File: src/rtl/bird_motion_ctrl.sv
// Bird vertical motion engine: fixed-point position/velocity, semi-implicit Euler per frame.
// Optional BIRD_FRAME_EXT_EN: physics tick from rising edge of frame_en instead of internal divider.
module bird_motion_ctrl #(
    parameter int FRAME_DIV     = 1083334,
    parameter int Y_W           = 12,
    parameter int FRAC_W        = 4,
    parameter int GRAVITY_Q     = 16,
    parameter int JUMP_V_Q      = 192,
    parameter int MAX_V_Q       = 240,
    parameter int X_INIT        = 300,
    parameter int Y_INIT        = 384,
    parameter int CEIL_Y        = 0,
    parameter int FLOOR_Y       = 633,
    parameter int JUMP_COOLDOWN = 0,
    parameter int ANGLE_SHIFT   = 3,
    parameter int ANGLE_MAX     = 30
) (
    input  logic                     clk,
    input  logic                     rst,
    input  logic                     key_jump,
    input  logic                     ai_jump,
    input  logic                     auto_mode,
    input  logic                     game_active,
    input  logic                     frame_en,
    output logic [Y_W-1:0]           bird_x,
    output logic [Y_W-1:0]           bird_y,
    output logic signed [FRAC_W+8:0] bird_vel,
    output logic signed [9:0]        bird_angle,
    output logic                     on_ground,
    output logic                     hit_ceiling,
    output logic                     frame_tick,
    output logic [1:0]               state
);

    localparam int PW   = Y_W + FRAC_W + 1;
    localparam int VW   = FRAC_W + 9;
    localparam int CD_W = $clog2(JUMP_COOLDOWN + 2);

    localparam logic signed [PW-1:0] SPAWN_P = PW'(Y_INIT * (1 << FRAC_W));
    localparam logic signed [PW-1:0] FLOOR_P = PW'(FLOOR_Y * (1 << FRAC_W));
    localparam logic signed [PW-1:0] CEIL_P  = PW'(CEIL_Y * (1 << FRAC_W));
    localparam logic signed [VW-1:0] GRAV_V  = VW'(GRAVITY_Q);
    localparam logic signed [VW-1:0] MAX_V   = VW'(MAX_V_Q);
    localparam logic signed [VW-1:0] JUMP_V  = VW'(-JUMP_V_Q);
    localparam logic signed [VW-1:0] AMAX    = VW'(ANGLE_MAX);

    typedef enum logic [1:0] {
        IDLE   = 2'd0,
        FLY    = 2'd1,
        LANDED = 2'd2
    } state_t;

    state_t                  state_q, state_d;
    logic signed [PW-1:0]    pos_q, pos_d, p_new, v_ext;
    logic signed [VW-1:0]    vel_q, vel_d, v_sum, v_fall, v_new;
    logic signed [9:0]       ang_q, ang_d;
    logic [CD_W-1:0]         cd_q, cd_d;
    logic                    pend_q, pend_d;
    logic                    hit_q, hit_d;
    logic                    ft_q;
    logic [2:0]              key_sync;
    logic                    key_rise;
    logic                    req;
    logic                    tick;

`ifdef BIRD_FRAME_EXT_EN
    logic frame_en_q;

    // Remember last frame_en level to find its rising edge
    always_ff @(posedge clk or posedge rst) begin
        if (rst) frame_en_q <= 1'b0;
        else     frame_en_q <= frame_en;
    end

    assign tick = frame_en & ~frame_en_q;
`else
    localparam int DIV_W = (FRAME_DIV > 1) ? $clog2(FRAME_DIV) : 1;

    logic [DIV_W-1:0] div_cnt;
    logic             unused_frame_en;

    assign unused_frame_en = frame_en;
    assign tick = (div_cnt == DIV_W'(FRAME_DIV - 1));

    // Free-running frame divider, wraps at FRAME_DIV-1
    always_ff @(posedge clk or posedge rst) begin
        if (rst)       div_cnt <= '0;
        else if (tick) div_cnt <= '0;
        else           div_cnt <= div_cnt + DIV_W'(1);
    end
`endif

    // Key synchroniser plus one history flop for edge detection
    always_ff @(posedge clk or posedge rst) begin
        if (rst) key_sync <= '0;
        else     key_sync <= {key_sync[1:0], key_jump};
    end

    assign key_rise = key_sync[1] & ~key_sync[2];
    assign req      = auto_mode ? ai_jump : key_rise;

    function automatic logic signed [9:0] to_angle(input logic signed [VW-1:0] v);
        logic signed [VW-1:0] s;
        s = v >>> ANGLE_SHIFT;
        if (s > AMAX)       s = AMAX;
        else if (s < -AMAX) s = -AMAX;
        return s[9:0];
    endfunction

    // Candidate velocity and position for this tick
    always_comb begin
        v_sum  = vel_q + GRAV_V;
        v_fall = (v_sum > MAX_V) ? MAX_V : v_sum;
        v_new  = pend_q ? JUMP_V : v_fall;
        v_ext  = v_new;
        p_new  = pos_q + v_ext;
    end

    // Next-state and datapath update
    always_comb begin
        state_d = state_q;
        pos_d   = pos_q;
        vel_d   = vel_q;
        ang_d   = ang_q;
        pend_d  = pend_q;
        cd_d    = cd_q;
        hit_d   = 1'b0;
        unique case (state_q)
            IDLE: begin
                pos_d  = SPAWN_P;
                vel_d  = '0;
                ang_d  = '0;
                pend_d = 1'b0;
                cd_d   = '0;
                if (game_active) state_d = FLY;
            end
            FLY, LANDED: begin
                if (tick) begin
                    pend_d = 1'b0;
                    if (pend_q)          cd_d = CD_W'(JUMP_COOLDOWN);
                    else if (cd_q != '0) cd_d = cd_q - CD_W'(1);
                    if (state_q == LANDED && !pend_q) begin
                        vel_d = '0;
                    end else if (p_new >= FLOOR_P) begin
                        pos_d   = FLOOR_P;
                        vel_d   = '0;
                        state_d = LANDED;
                    end else if (p_new <= CEIL_P) begin
                        pos_d   = CEIL_P;
                        vel_d   = '0;
                        hit_d   = 1'b1;
                        state_d = FLY;
                    end else begin
                        pos_d   = p_new;
                        vel_d   = v_new;
                        state_d = FLY;
                    end
                    ang_d = to_angle(vel_d);
                end
            end
            default: state_d = IDLE;
        endcase
        if (!game_active) begin
            state_d = IDLE;
            pos_d   = SPAWN_P;
            vel_d   = '0;
            ang_d   = '0;
            pend_d  = 1'b0;
            cd_d    = '0;
            hit_d   = 1'b0;
        end
        if (req && state_q != IDLE && game_active && cd_d == '0)
            pend_d = 1'b1;
    end

    // FSM state register
    always_ff @(posedge clk or posedge rst) begin
        if (rst) state_q <= IDLE;
        else     state_q <= state_d;
    end

    // Physics and flag registers
    always_ff @(posedge clk or posedge rst) begin
        if (rst) begin
            pos_q  <= SPAWN_P;
            vel_q  <= '0;
            ang_q  <= '0;
            cd_q   <= '0;
            pend_q <= 1'b0;
            hit_q  <= 1'b0;
            ft_q   <= 1'b0;
        end else begin
            pos_q  <= pos_d;
            vel_q  <= vel_d;
            ang_q  <= ang_d;
            cd_q   <= cd_d;
            pend_q <= pend_d;
            hit_q  <= hit_d;
            ft_q   <= tick;
        end
    end

    assign bird_x      = Y_W'(X_INIT);
    assign bird_y      = pos_q[FRAC_W +: Y_W];
    assign bird_vel    = vel_q;
    assign bird_angle  = ang_q;
    assign on_ground   = (state_q == LANDED);
    assign hit_ceiling = hit_q;
    assign frame_tick  = ft_q;
    assign state       = state_q;

endmodule

File: config.mk
export PLATFORM = sky130hd
export DESIGN_NAME = bird_motion_ctrl
export DESIGN_NICKNAME = d
export VERILOG_FILES = /design/src/rtl/bird_motion_ctrl.sv
export SDC_FILE = /design/constraint.sdc
export NUM_CORES = 1
export LEC_CHECK = 0
export CORE_MARGIN = 2
export CORE_UTILIZATION = 30
export DETAILED_ROUTE_END_ITERATION = 10
export GPL_ROUTABILITY_DRIVEN = 0
export PLACE_DENSITY_LB_ADDON = 0.25
export SYNTH_ARGS = -nofsm -noshare
export SYNTH_HDL_FRONTEND = slang
export SYNTH_SLANG_ARGS = --single-unit
File: constraint.sdc
create_clock -name clk -period 7.25 [get_ports clk]
set_clock_uncertainty 0.15 [all_clocks]
set_input_delay 2.175 -clock clk [delete_from_list [all_inputs] [get_ports clk]]
set_output_delay 2.175 -clock clk [all_outputs]
set_load 0.1 [all_outputs]
Word-level counts from Yosys, hierarchy flattened:

Cells that the tools add are included.

* output and inout port bits: 52
* flip-flop bits (word level): 70
* bits of input ports: 7

* reductions and logical operators: 12
* muxes and demuxes: 43
* equal/unequal tests: 8
* magnitude comparators: 5
* $add $sub $neg: 4
* bitwise gates (word level): 3

Operators by type and width (number)
* $mux 13: 9
* $mux 17: 5
* $mux 10: 4
* $pmux 17 s2: 1
* $pmux 13 s2: 1
* $add 21x1->21 const B: 1
* $eq 21x21->1 const B: 1
* $mux 21: 1
* $pmux 10 s2: 1
* $add 17x13->17: 1
* $ge 17x15->1 const B: 1
* $le 17x1->1 const B: 1
* $mux 1: 14
* $add 13x6->13 const B: 1
* $gt 13x9->1 const B: 1
* $gt 10x6->1 const B: 1
* $lt 10x6->1 const B: 1
* $mux 2: 4
* $ne 3x3->1 const B: 2
* $reduce_and 2->1: 3
* $logic_and 1x1->1: 4
* $ne 4x1->1 const B: 1
* $ne 4x4->1 const B: 1
* $pmux 1 s2: 2
* other kinds (12): 13

Longest topological paths before layout:

* depth in word-level cells: 17
* mapped depth: 25
* gate-level depth less buffers: 24

Least setup slack after synthesis:

OpenSTA, ideal clock, no wires.

* path type: register to register
* start: register vel_q[4], in the netlist bird_vel[4]
* end: register ang_q[2], in the netlist bird_angle[2]
* library setup time: 0.084 ns
* cell stages (with the launch flop): 24
* required time: 7.016 ns
* clock period less this slack: 7.127 ns
* arrival: 6.893 ns
* setup slack: 0.123 ns
* cell sequence: dfrtp_1 > buf_2 > inv_1 > ha_1 > or3_1 > o32ai_2 > o21ai_0 > nor2b_1 > and2_1 > ha_1 > fa_1 > a211oi_1 > nor2_1 > o22ai_1 > a211oi_4 > o2111a_1 > or3_1 > or4_4 > or4_4 > nand3_1 > a211o_1 > ha_1 > or3_1 > o21ai_0

* longest elaborated chain between the ends: 17

RTL lines
* from (decl): line 55 `logic signed [VW-1:0] vel_q, vel_d, v_sum, v_fall, v_new;`
* from (signal assigned): line 194 `vel_q <= vel_d;`
* $add 13x6->13 (*): line 112 `v_sum = vel_q + GRAV_V;`
* $gt 13x9->1: line 113 `v_fall = (v_sum > MAX_V) ? MAX_V : v_sum;`
* $mux 13 (*): line 113
* $mux 13 (*): line 114 `v_new = pend_q ? JUMP_V : v_fall;`
* $add 17x13->17: line 116 `p_new = pos_q + v_ext;`
* $le 17x1->1: line 148 `end else if (p_new <= CEIL_P) begin`
* $mux 13: line 148
* $mux 13 (*): line 144 `end else if (p_new >= FLOOR_P) begin`
* $mux 13 (*): line 142 `if (state_q == LANDED && !pend_q) begin`
* $mux 13 (*): line 138 `if (tick) begin`
* $mux 13 (*): line 128 `unique case (state_q)`
* $lt 10x6->1: line 106 `else if (s < -AMAX) s = -AMAX;`
* $mux 10: line 106
* $mux 10 (*): line 105 `if (s > AMAX) s = AMAX;`
* $mux 10 (*): line 138
* $pmux 10 s2 (*): line 128
* $mux 10 (*): line 163 `if (!game_active) begin`
* to (signal assigned): line 195 `ang_q <= ang_d;`
* to (decl): line 56 `logic signed [9:0] ang_q, ang_d;`

Every way passes the cells marked *; elsewhere a longest branch is shown, timed or not. The select of a mux whose other input is x is not followed.
A chain may end at the register's enable or synchronous reset.

Final worst setup path:

* start: register vel_q[5], in the netlist bird_vel[5]
* end: register ang_q[2], in the netlist bird_angle[2]

The elaborated chain is that of the path after synthesis.

==> impl_metrics.prom <==
# TYPE chip_impl_metric gauge
chip_impl_metric{name="worst-endpoint-arrival",unit="ns"} 6.86
chip_impl_metric{name="detail_route.wirelength",unit="um"} 12040
chip_impl_metric{name="final_cells",unit=""} 775
chip_impl_metric{name="synth_cell_type_count",unit=""} 71
chip_impl_metric{name="row_count",unit=""} 45
chip_impl_metric{name="number_of_enable_type_register_cells_in_the_synthesized_netlist",unit=""} 0
chip_impl_metric{name="antenna_violating_nets_post_route",unit=""} 0
chip_impl_metric{name="path_clk_slew",unit="ns"} 0.06
chip_impl_metric{name="fp.dieW",unit="um"} 129.7
chip_impl_metric{name="grt_pass1_vias",unit=""} 3893
chip_impl_metric{name="path_buf_inv",unit=""} 1
chip_impl_info{name="cp-end-kind",value="register"} 1
chip_impl_metric{name="hold_violations",unit=""} 0
chip_impl_metric{name="leakagePower",unit="nW"} 2.426
chip_impl_metric{name="post_cts_gate_resize_count",unit=""} 0
chip_impl_metric{name="global_route.usage.total",unit="%"} 15.08
chip_impl_info{name="clockRootBuffer",value="sky130_fd_sc_hd__clkbuf_16"} 1
chip_impl_info{name="layout_common_cells",value="sky130_fd_sc_hd__dfrtp_1, sky130_fd_sc_hd__clkdlybuf4s50_1, sky130_fd_sc_hd__nor2_1"} 1
chip_impl_metric{name="drt-pass1-iter-count",unit=""} 4
chip_impl_metric{name="ctsLongestPathBuffers",unit=""} 2
chip_impl_metric{name="grt_antenna_before_repair",unit=""} 0
chip_impl_metric{name="grt_first_pass_wirelength",unit="um"} 20080
chip_impl_metric{name="synth_cells",unit=""} 521
chip_impl_metric{name="cp.required",unit="ns"} 7.36
chip_impl_metric{name="cts_buffers",unit=""} 9
chip_impl_info{name="top_post_synthesis_cells_by_area",value="sky130_fd_sc_hd__dfrtp_1, sky130_fd_sc_hd__ha_1, sky130_fd_sc_hd__xnor2_1"} 1
chip_impl_info{name="timing.setup.critical_path_class",value="reg -> reg"} 1
chip_impl_info{name="primary_flip_flop_cell_chosen_by_synthesis_mapping",value="sky130_fd_sc_hd__dfrtp_1"} 1
chip_impl_metric{name="grt-ovfl-total",unit=""} 0
chip_impl_info{name="path_delay_family",value="simple AND/OR/NAND/NOR gates"} 1
chip_impl_metric{name="detail_route.iter0.violations",unit=""} 154
chip_impl_info{name="path_cells",value="ha_1, xnor2_1, or3_1, o32ai_2, o21ai_1, nor2b_1, and2_1, ha_1, fa_1, a211oi_2, nor2_1, o22ai_1, buf_4, a211oi_4, o2111a_1, or3_1, or4_4, or4_4, nand3_1, a211o_1, ha_1, or3_1, o21ai_0"} 1
chip_impl_metric{name="drc",unit=""} 0
chip_impl_info{name="layout_commonest_cell",value="sky130_fd_sc_hd__dfrtp_1"} 1
chip_impl_metric{name="placed_area",unit="sq um"} 5316
chip_impl_metric{name="final_layout_size_suffix_gt1_share",unit="%"} 7.801
chip_impl_info{name="rsz0062_at_grt",value="false"} 1
chip_impl_metric{name="layout.area.seq",unit="sq um"} 1754
chip_impl_metric{name="timing.critical_path.fanout_max",unit=""} 10
chip_impl_metric{name="yosysWarnings",unit=""} 0
chip_impl_metric{name="area_overhead_of_the_layout_relative_to_synthesis",unit="%"} 18.24
chip_impl_metric{name="syn_avg_cell_area",unit="sq um"} 9.097
chip_impl_metric{name="max_clock_freq",unit="GHz"} 0.1482
chip_impl_metric{name="power_per_cell_area",unit="nW/um^2"} 200.0
chip_impl_metric{name="post_synth_instance_area",unit="sq um"} 4740
chip_impl_info{name="hp-class",value="reg -> reg"} 1
chip_impl_metric{name="floorplan.core_area",unit="sq um"} 15310
chip_impl_metric{name="post_drt_via_cell_ratio",unit=""} 5.151
chip_impl_metric{name="nets",unit=""} 590
chip_impl_metric{name="slew_headroom",unit="%"} 32.92
chip_impl_metric{name="hpwl",unit="um"} 9008
chip_impl_metric{name="insertion_delay",unit="ns"} 0.33
chip_impl_metric{name="cap_viol_max_count",unit=""} 0
chip_impl_metric{name="timing_worst_slew_pin_value",unit="ns"} 0.9809
chip_impl_metric{name="setup-violations-final",unit=""} 0
chip_impl_metric{name="worst_path_largest_cell_delay",unit="ns"} 0.56
chip_impl_metric{name="insertedDiodeCount",unit=""} 0
chip_impl_metric{name="tns",unit="ns"} 0
chip_impl_info{name="tritoncts",value="done"} 1
chip_impl_metric{name="die_area",unit="sq um"} 16820
chip_impl_metric{name="post-cts-setup-buffers",unit=""} 0
chip_impl_metric{name="finalWorstPathRequiredPeriod",unit="ns"} 6.749
chip_impl_info{name="startpoint_kind_of_the_worst_setup_timing_path",value="register"} 1
chip_impl_metric{name="cts.sinks",unit=""} 70
chip_impl_metric{name="dr_total_vias",unit=""} 3992
chip_impl_metric{name="place_inst",unit=""} 759
chip_impl_info{name="run_status",value="complete, no violations"} 1
chip_impl_metric{name="register_area_share_after_synthesis",unit="%"} 37.01
chip_impl_metric{name="io_buffer_count",unit=""} 45
chip_impl_metric{name="floorplan.io_pins",unit=""} 59
chip_impl_metric{name="multi_input_comb_area",unit="sq um"} 2709
chip_impl_metric{name="route.detailed.wl_per_inst",unit="um"} 15.54
chip_impl_metric{name="fill_cells",unit=""} 1570
chip_impl_metric{name="finalCritPeriodShare",unit="%"} 93.09
chip_impl_metric{name="synth.ff_latch_count",unit=""} 70
chip_impl_metric{name="final_design_area_no_fill",unit="sq um"} 5604
chip_impl_metric{name="async_reset_ff_share",unit="%"} 100.0
chip_impl_metric{name="cts_hold_buffers",unit=""} 0
chip_impl_metric{name="initial_core_util",unit="%"} 30.95
chip_impl_info{name="cell_with_the_largest_stage_delay_on_the_worst_path",value="sky130_fd_sc_hd__or4_4"} 1
chip_impl_metric{name="ir_worst_vdd",unit="mV"} 0.1857
chip_impl_metric{name="htree_levels",unit=""} 3
chip_impl_metric{name="floorplan.die.height",unit="um"} 129.7
chip_impl_metric{name="synth_top_area_share",unit="%"} 35.90
chip_impl_metric{name="final-max-slew-violation-count",unit=""} 0
chip_impl_info{name="synth_top_area_cell",value="sky130_fd_sc_hd__dfrtp_1"} 1
chip_impl_metric{name="grt_start_max_net_pins",unit=""} 71
==> power breakdown <==
group | internal (mW) | leakage [nW] | switching (mW)
registers | 0.395 | 0.948 | 0.00810
logic | 0.0881 | 1.35 | 0.211
clock network | 0.241 | 0.132 | 0.177
total | 0.724 | 2.43 | 0.396
==> worst paths after layout <==
| path | startpoint | endpoint | slack, ns | depth (start not counted) |
|---|---|---|---|---|
| max | bird_vel[5]$_DFFE_PP0P_ | bird_angle[2]$_DFFE_PP0P_ | 0.50 | 23 |
| min | key_sync[0]$_DFF_PP0_ | key_sync[1]$_DFF_PP0_ | 0.20 | 0 |
| max reg2reg | bird_vel[5]$_DFFE_PP0P_ | bird_angle[2]$_DFFE_PP0P_ | 0.50 | 23 |
| min reg2reg | key_sync[0]$_DFF_PP0_ | key_sync[1]$_DFF_PP0_ | 0.20 | 0 |
| max in group asynchronous | rst | bird_angle[5]$_DFFE_PP0P_ | 4.06 | 3 |
| min in group asynchronous | rst | bird_vel[1]$_DFFE_PP0P_ | 2.28 | 3 |
==> logic make-up (layout without fill, tap and decap cells) <==
family	after synthesis	in the layout	synth area share (%)
and+or+nand+nor	195	195	22.18
AOI/OAI and AO/OA	132	132	20.20
other	2	12	0.1585
muxes	2	2	0.4488
DFF	70	70	37.01
buffers and inverters	60	93	6.864
xor gates and xnor gates	36	36	6.653
adders and majority gates	24	24	6.494
==> final cells by class <==
class	count	share of cell area, %
multi-input cells	401	48.34
flip-flops and latches	70	31.30
repair buffers	53	9.109
well taps	211	4.711
clock buffers	11	4.331
inverters	24	1.608
clock inverters	5	0.6028
==> per-layer routing <==
layer	routed length [um]	global-route usage, %	part of all wire [%]
met5	0	0	0
met4	221	6.135	1.8
met3	486	2.747	4.0
met2	5572	23.28	46
met1	5762	20.93	48
==> per-stage QoR <==
| step | utilization, % | power, mW | worst slack [ns] | hold slack (ns) |
|---|---|---|---|---|
| floorplan | - | 0.6331 | 0.1229 | 0.1812 |
| CTS | 36.52 | 1.130 | 0.3253 | 0.2053 |
| finish | 36.59 | 1.121 | 0.5013 | 0.2021 |
| global route | 36.59 | 1.178 | 0.05928 | 0.2072 |
| global placement | 34.71 | 0.7063 | 0.3610 | 0.1896 |
| detailed placement | 34.71 | 0.7085 | 0.3350 | 0.1886 |
==> worst register-to-register path, stage by stage, from the launching register on <==
cell and delay, ns:
sky130_fd_sc_hd__dfrtp_1 0.49, sky130_fd_sc_hd__ha_1 0.30, sky130_fd_sc_hd__xnor2_1 0.17, sky130_fd_sc_hd__or3_1 0.37, sky130_fd_sc_hd__o32ai_2 0.45, sky130_fd_sc_hd__o21ai_1 0.24
sky130_fd_sc_hd__nor2b_1 0.21, sky130_fd_sc_hd__and2_1 0.20, sky130_fd_sc_hd__ha_1 0.21, sky130_fd_sc_hd__fa_1 0.45, sky130_fd_sc_hd__a211oi_2 0.29, sky130_fd_sc_hd__nor2_1 0.15
sky130_fd_sc_hd__o22ai_1 0.13, sky130_fd_sc_hd__buf_4 0.16, sky130_fd_sc_hd__a211oi_4 0.05, sky130_fd_sc_hd__o2111a_1 0.26, sky130_fd_sc_hd__or3_1 0.36, sky130_fd_sc_hd__or4_4 0.56
sky130_fd_sc_hd__or4_4 0.47, sky130_fd_sc_hd__nand3_1 0.13, sky130_fd_sc_hd__a211o_1 0.11, sky130_fd_sc_hd__ha_1 0.27, sky130_fd_sc_hd__or3_1 0.37, sky130_fd_sc_hd__o21ai_0 0.15
==> registers in the layout (all words and copies together), names as in the netlist, 2 cells and up <==
register    count
key_sync        3
state           2
pos_q          17
bird_vel       13
div_cnt        21
bird_angle     10
==> cells in the mapped netlist, drive strengths merged, types with 2 or more instances <==
library cell,instances
dfrtp,68
nor2,43
nand2,39
buf,27
o21ai,27
xnor2,26
inv,24
ha,23
a21oi,22
nand3,17
and2,15
and3,10
nor2b,10
nor3,10
xor2,10
clkbuf,9
nand3b,8
nand4,8
o21a,8
o31ai,8
a21o,7
a22o,7
nor4,7
or3,6
a211oi,5
nand2b,5
a211o,4
o22ai,4
or4,4
a221o,3
nor3b,3
o2111ai,3
o211a,3
o211ai,3
o221ai,3
o311ai,3
o41ai,3
or2,3
a21boi,2
and4b,2
conb,2
dfstp,2
o2111a,2
o21bai,2
o31a,2
No activity file was read; power rests on OpenSTA's default activity.
